## src/rtl/atm_light_estimator.sv

```systemverilog
// -----------------------------------------------------------------------------
// atm_light_estimator
//
// Estimates the atmospheric light of one image frame for dark-channel-prior
// dehazing. Every accepted pixel has its dark channel min(R,G,B) computed.
// The RGB value of the first pixel holding the largest dark channel becomes
// the estimate. The estimate is floored to 1 per channel so that downstream
// division can never be by zero.
//
// Ports
//   clk            : clock, rising edge
//   rst            : synchronous, active-high reset
//   input_pixel    : 24-bit pixel, R=[23:16] G=[15:8] B=[7:0]
//   input_is_valid : pixel qualifier, sampled on every rising edge
//   restart        : single-cycle pulse; drops the frame and arms a new one
//   A_R/A_G/A_B    : registered atmospheric light estimate
//   dark_max       : registered largest dark channel of the frame (unfloored)
//   ale_done       : high while A_R/A_G/A_B hold the frame's final estimate
//   dbg_state_o    : current FSM state (IDLE=0, ACCUM=1, FLUSH=2, DONE=3)
//
// Handshake: input_is_valid has no back-pressure. A pixel is taken on every
// rising edge where input_is_valid is high, restart is low and the FSM is
// in IDLE or ACCUM. Pixels offered in FLUSH or DONE, or together with
// restart, are dropped.
// -----------------------------------------------------------------------------
module atm_light_estimator #(
    parameter int IMG_WIDTH  = 512,
    parameter int IMG_HEIGHT = 512
) (
    input  logic        clk,
    input  logic        rst,
    input  logic [23:0] input_pixel,
    input  logic        input_is_valid,
    input  logic        restart,
    output logic [7:0]  A_R,
    output logic [7:0]  A_G,
    output logic [7:0]  A_B,
    output logic [7:0]  dark_max,
    output logic        ale_done,
    output logic [1:0]  dbg_state_o
);

    localparam int N     = IMG_WIDTH * IMG_HEIGHT;
    localparam int CNT_W = ($clog2(N) > 18) ? $clog2(N) : 18;
    localparam logic [CNT_W-1:0] LAST_IDX = CNT_W'(N - 1);

    typedef enum logic [1:0] {
        IDLE  = 2'd0,
        ACCUM = 2'd1,
        FLUSH = 2'd2,
        DONE  = 2'd3
    } state_t;

    state_t           state_q;
    logic [CNT_W-1:0] cnt_q;

    // Stage 1: registered pixel and its dark channel
    logic             s1_valid_q;
    logic [23:0]      s1_rgb_q;
    logic [7:0]       s1_dark_q;

    // Stage 2: running maximum and the RGB that produced it
    logic [7:0]       max_q;
    logic [23:0]      cand_q;

    // Output registers
    logic [7:0]       a_r_q;
    logic [7:0]       a_g_q;
    logic [7:0]       a_b_q;
    logic [7:0]       dark_max_q;
    logic             ale_done_q;

    logic             accept_d;
    logic [7:0]       rg_min_d;
    logic [7:0]       dark_d;

    function automatic logic [7:0] floor_one(input logic [7:0] v);
        return (v == 8'd0) ? 8'd1 : v;
    endfunction

    always_comb begin
        rg_min_d = (input_pixel[23:16] < input_pixel[15:8]) ? input_pixel[23:16]
                                                            : input_pixel[15:8];
        dark_d   = (rg_min_d < input_pixel[7:0]) ? rg_min_d : input_pixel[7:0];
        accept_d = input_is_valid && !restart &&
                   ((state_q == IDLE) || (state_q == ACCUM));
    end

    always_ff @(posedge clk) begin
        if (rst) begin
            state_q    <= IDLE;
            cnt_q      <= '0;
            s1_valid_q <= 1'b0;
            s1_rgb_q   <= '0;
            s1_dark_q  <= '0;
            max_q      <= '0;
            cand_q     <= '0;
            a_r_q      <= '0;
            a_g_q      <= '0;
            a_b_q      <= '0;
            dark_max_q <= '0;
            ale_done_q <= 1'b0;
        end else if (restart) begin
            // The estimate outputs are kept; only the frame state is cleared.
            state_q    <= IDLE;
            cnt_q      <= '0;
            s1_valid_q <= 1'b0;
            max_q      <= '0;
            cand_q     <= '0;
            ale_done_q <= 1'b0;
        end else begin
            // Stage 1. The valid flag follows acceptance. A gap lets stage 2
            // consume the held pixel exactly once, so no pixel is lost.
            s1_valid_q <= accept_d;
            if (accept_d) begin
                s1_rgb_q  <= input_pixel;
                s1_dark_q <= dark_d;
            end

            // Stage 2. A strictly-greater test keeps the earliest pixel on ties.
            if (s1_valid_q && (s1_dark_q > max_q)) begin
                max_q  <= s1_dark_q;
                cand_q <= s1_rgb_q;
            end

            case (state_q)
                IDLE, ACCUM: begin
                    if (accept_d) begin
                        if (cnt_q == LAST_IDX) begin
                            state_q <= FLUSH;
                            cnt_q   <= '0;
                        end else begin
                            state_q <= ACCUM;
                            cnt_q   <= cnt_q + CNT_W'(1);
                        end
                    end
                end
                FLUSH: begin
                    // Stage 2 absorbs the final pixel on this edge.
                    state_q <= DONE;
                end
                DONE: begin
                    // The output registers load on the first DONE edge.
                    // They then see the fully drained maximum. Later edges
                    // hold the values until restart or rst.
                    if (!ale_done_q) begin
                        a_r_q      <= floor_one(cand_q[23:16]);
                        a_g_q      <= floor_one(cand_q[15:8]);
                        a_b_q      <= floor_one(cand_q[7:0]);
                        dark_max_q <= max_q;
                        ale_done_q <= 1'b1;
                    end
                end
                default: state_q <= IDLE;
            endcase
        end
    end

    assign A_R         = a_r_q;
    assign A_G         = a_g_q;
    assign A_B         = a_b_q;
    assign dark_max    = dark_max_q;
    assign ale_done    = ale_done_q;
    assign dbg_state_o = state_q;

endmodule

```

## config.mk

```make
export PLATFORM = sky130hd
export DESIGN_NAME = atm_light_estimator
export DESIGN_NICKNAME = d
export VERILOG_FILES = /design/src/rtl/atm_light_estimator.sv
export SDC_FILE = /design/constraint.sdc
export NUM_CORES = 1
export LEC_CHECK = 0
export CORE_UTILIZATION = 35
export CTS_CLUSTER_SIZE = 16
export DETAILED_ROUTE_END_ITERATION = 6
export DONT_BUFFER_PORTS = 1
export GPL_TIMING_DRIVEN = 0
export PLACE_DENSITY_LB_ADDON = 0.12
export SYNTH_ARGS = -nofsm -noshare
export SYNTH_HDL_FRONTEND = slang
export SYNTH_SLANG_ARGS = --single-unit
```

## constraint.sdc

```tcl
create_clock -name clk -period 5.46 [get_ports clk]
set_clock_uncertainty 0.1 [all_clocks]
set_input_delay 0.273 -clock clk [delete_from_list [all_inputs] [get_ports clk]]
set_output_delay 0.273 -clock clk [all_outputs]
set_load 0.02 [all_outputs]
```

; After elaboration in Yosys (flattened, before gate mapping)
; Index checks and enable logic that the tools add are counted.
[totals]
out_inout_bits = 35
register_bits = 118
[classes]
eq_ne = 5
reduce_logical = 16
n_lt_le_gt_ge = 3
n_mux = 9
bitwise = 2
add_sub_neg = 1
[op_table]
columns = cell, count
row1 = 8-bit two-way mux, 5
row2 = 8-bit zero test, 3
row3 = "18-bit by 1-bit adder with 18-bit output, second input constant", 1
row4 = "18-bit equality test, second input constant", 1
row5 = 18-bit two-way mux, 1
row6 = 8-bit less-than comparator, 2
row7 = 8-bit > comparator, 1
row8 = 2-bit AND reduction, 3
row9 = "2-bit equality test, second input constant", 2
row10 = 2-bit two-way mux, 2
row11 = 2-bit one-hot mux with 2 select lines, 1
row12 = 2-bit OR reduction, 2
row13 = 1-bit logical AND, 3
row14 = 3-bit AND reduction, 1
row15 = "2-bit by 1-bit equality test with 1-bit output, second input constant", 1
row16 = 2-bit zero test, 1
row17 = "2-bit != test, second input constant", 1
row18 = 1-bit inverter, 2
row19 = 2-bit nonzero test, 1
row20 = 1-bit zero test, 1
row21 = 1-bit logical OR, 1

; Depth between registers and ports, before layout
[logic_depth]
depth_word = 5
depth_mapped = 14
depth_no_buf = 13

; Worst setup path before layout
; Ideal clock, no wire load.
[synth_path]
kind = input-to-reg
start = in input_pixel[15]
end = reg s1_dark_q[1]
stages = 13
setup_slack_ns = 2.352
required_ns = 5.234
n_path_buf = 0
arrival_time_ns = 2.882
path_cell_list = inv_1 ha_1 and4_1 o21ai_1 o21ai_4 mux2_2 ha_1 a21oi_1 o21ai_1 or2_0 a211o_1 nand3_1 nand3_1
[synth_via]
elab_chain_len = 4
[synth_rtl]
columns = item, line
row1 = start: declaration, 32  ; input logic [23:0] input_pixel,
row2 = 8-bit less-than comparator, 82  ; rg_min_d = (input_pixel[23:16] < input_pixel[15:8]) ? input_pixel[23:16]
row3 = 8-bit two-way mux (*), 82
row4 = 8-bit less-than comparator, 84  ; dark_d = (rg_min_d < input_pixel[7:0]) ? rg_min_d : input_pixel[7:0];
row5 = 8-bit two-way mux (*), 84
row6 = end signal: assignment, 117  ; s1_dark_q <= dark_d;
row7 = end: declaration, 60  ; logic [7:0] s1_dark_q;
; Every way passes the cells marked *; elsewhere a longest branch is shown, timed or not.
; A chain may end at the register's enable or synchronous reset.

; Worst setup path in the final report
; Same ends and word-level chain as after synthesis.

==> metrics.txt <==
sequential cell area fraction in the yosys report=44.8%; endpoints failing hold=0; # H-tree levels=4; Storage cell area=2360 µm²; initial drt markers=208; post-CTS setup buffer count=0; dpl hpwl=10.1 mm; Mapped Nets=689; vias per inst=4.91; CTS Buf Count=17; top fanout value on the critical path=10; number of global-route vias before repair=4425; PortBufs=0; drt pass-1 iters=4; fmax=326 MHz; Max-Cap Viols=0; P_leak=2.27 nW; largest net degree at the start of global routing=17; core area=14600 µm²; Setup crit end kind=register; RSZ-0062 raised after global routing=false; Hold WC Path Type=in -> reg; status=complete, no violations; most frequent cells after synthesis=nand2_1, dfxtp_1, a21oi_1; count leader, synth=nand2_1; worst reg2reg endpoint=s1_rgb_q[3]; critical path, cell by cell=inv_1 > ha_1 > and4_1 > o21ai_1 > o21ai_4 > mux2_2 > ha_1 > a21oi_1 > o21ai_1 > or2_0 > a211o_1 > nand3_1 > nand3_1; Ports=63; Critical Path Source Type=primary input; Slew HR=33.2%; # DRC=0; reg2reg setup slack=3.18 ns; Root Driver=clkbuf_16; Syn. warnings=0; clock sinks=118; detailed-route wire length=13.6 mm; diodes inserted=0; final RePlAce weighted congestion=0.844; Worst Tran Pin Value=0.994 ns; Synth Register Bits=118; Arrival @ worst endpoint=3.25 ns; clock network fraction of design power=53.5%; P&R area growth vs syn=21.6%; ys flop type=dfxtp_1; Yosys top cell by area=dfxtp_1; slowest CP cell=mux2_2; Die W=125 µm; DR WL/cell=15.5 µm; CP startpoint=input_pixel[15]; Mapped Area=5270 µm²; sequential fraction of design power=38.6%; Async SR Flop Fraction=0%; gr usage total=18.5%; final net count=733; setup TNS=0 ns; Synth top area share=44.8%; layout cell share with drive strength beyond 1=6.91%; synth top area cells=dfxtp_1, nand2_1, mux2i_1; sw frac=21.4%; Cells after Synth=638; CTS tree=built; clock slew at reported path FFs=0.05 ns; worst r2r src=dbg_state_o[1]; Hold Slack=0.0350 ns; first-pass GRT wire length=22.5 mm; multi-input logic area=2670 µm²; Final Slew Violations=0; r2r worst-path depth=5; Die Span Y=125 µm; clk_lat worst skew=0.41 ns; Clock Path Buffers=2; initial antenna violation count=0; Max VDD drop=198 µV; row cnt=44; # setup viols final=0; CP max stage delay=0.42 ns; via count=4313; Fill cells=1468; crit path kind=in -> reg; switching power=0.494 mW; post-CTS sizing=0; Netlist cell types=46; Final min period=3.07 ns; internal power=1.81 mW; Starting Density=36.1%; Routed Antenna Nets=0; die area=15500 µm²; Avg Cell Area, Syn=8.26 µm²; crit path capture=s1_dark_q[1]; Post-synth EDFFs=0; Gate power share=8.0%; Critical Path RT=5.65 ns; grt total ovfl=0; Final Cycle Share=56.2%; Cell Pwr Density=360 nW/µm²
[layout by cell type (no fill, tap or decap), drive strengths merged, types with 2 or more instances in the layout]
cell type,n
bufinv,5
clkinv,2
nand2,184
ha,23
and4,3
nand2b,4
or4,3
a211oi,2
dfxtp,118
mux2i,32
buf,4
inv,25
nand3,20
o21ai,7
nand3b,7
xnor2,7
a21oi,63
o211ai,8
and3,4
xor2,9
dlygate4sd3,25
nor2,30
or2,2
nor2b,3
mux2,7
nor4,4
clkbuf,55
nand4,6
nor3,16
or3,2
o21a,2
[power groups by stage]
stage,Clock (mW),Combinational (mW),Sequential [mW]
after floorplan,0,0.131,0.903
after global placement,0,0.163,0.907
after detailed placement,0,0.168,0.907
after CTS,1.26,0.184,0.889
after global routing,1.30,0.205,0.891
final,1.23,0.184,0.889
[area by class of cell]
type / count / share of cell area [%]
Clock buffer: 24 / 7.67
Tap cell: 184 / 3.59
Sequential cell: 118 / 36.9
Clock inverter: 8 / 2.62
Timing Repair Buffer: 25 / 3.90
Buffer: 35 / 2.28
Inverter: 25 / 1.46
Multi-Input combinational cell: 460 / 41.6
[what timing repair did]
item,4_1_cts,5_1_grt
endpoints found under the hold margin,29,0
setup endpoints to repair,0,0
hold buffers,25,0
[sequential cells by signal, summed over array words and instances (netlist names)]
signal	count
cand_q	24
s1_rgb_q	24
cnt_q	18
A_B	8
A_G	8
A_R	8
dark_max	8
max_q	8
s1_dark_q	8
dbg_state_o	2
ale_done	1
s1_valid_q	1
[per-layer routing]
metal  wire length (µm)  global-route usage [%]  part of all wire (%)  vias up
met3                648                    5.71                   4.8       13
met5                  0                       0                     0        -
met2               6120                    28.8                    45       76
met1               6620                    23.4                    49     1979
li1                   -                       -                     -     2245
met4                225                    8.01                   1.7        0
[logic make-up (layout without fill, tap and decap cells)]
group	count (synthesis)	after routing	synth area share, %
AND/OR/NAND/NOR	290	290	23.9
flip-flops	118	118	44.8
AO/OA/AOI/OAI	92	92	11.0
buffers and inverters	60	117	4.56
multiplexers	39	39	7.58
adder cells (fa/ha/maj)	23	23	5.46
XOR/XNOR	16	16	2.66
[metrics by stage]
stage	instance area, µm²	setup slack [ns]	cells	power, mW	util [%]
6_report	6410	2.39	879	2.31	43.9
5_1_grt	6410	2.22	879	2.40	43.9
4_1_cts	6410	2.43	879	2.33	43.9
3_5_place_dp	5500	2.01	822	1.07	37.7
3_3_place_gp	5500	2.08	822	1.07	37.7
2_1_floorplan	5270	2.35	638	1.03	-
[worst min-delay path by stage]
stage          slack [ns]             end  cells past startpoint             from
2_1_floorplan        0.31     s1_rgb_q[0]                      2   input_pixel[0]
4_1_cts              0.01    s1_dark_q[0]                      2   input_pixel[8]
6_report             0.04    s1_dark_q[0]                      2   input_pixel[0]
5_1_grt              0.05  dbg_state_o[0]                      3          restart
3_3_place_gp         0.31    s1_rgb_q[13]                      2  input_pixel[13]
3_5_place_dp         0.32    s1_rgb_q[13]                      2  input_pixel[13]
[worst max-delay path: cells and delay by family]
family                   cells  cell delay (ns)
AO/OA/AOI/OAI                5             1.18
buffers and inverters        1             0.03
multiplexers                 1             0.42
AND/OR/NAND/NOR              4             0.74
adder cells (fa/ha/maj)      2             0.61
(Power assumes the default switching activity.)
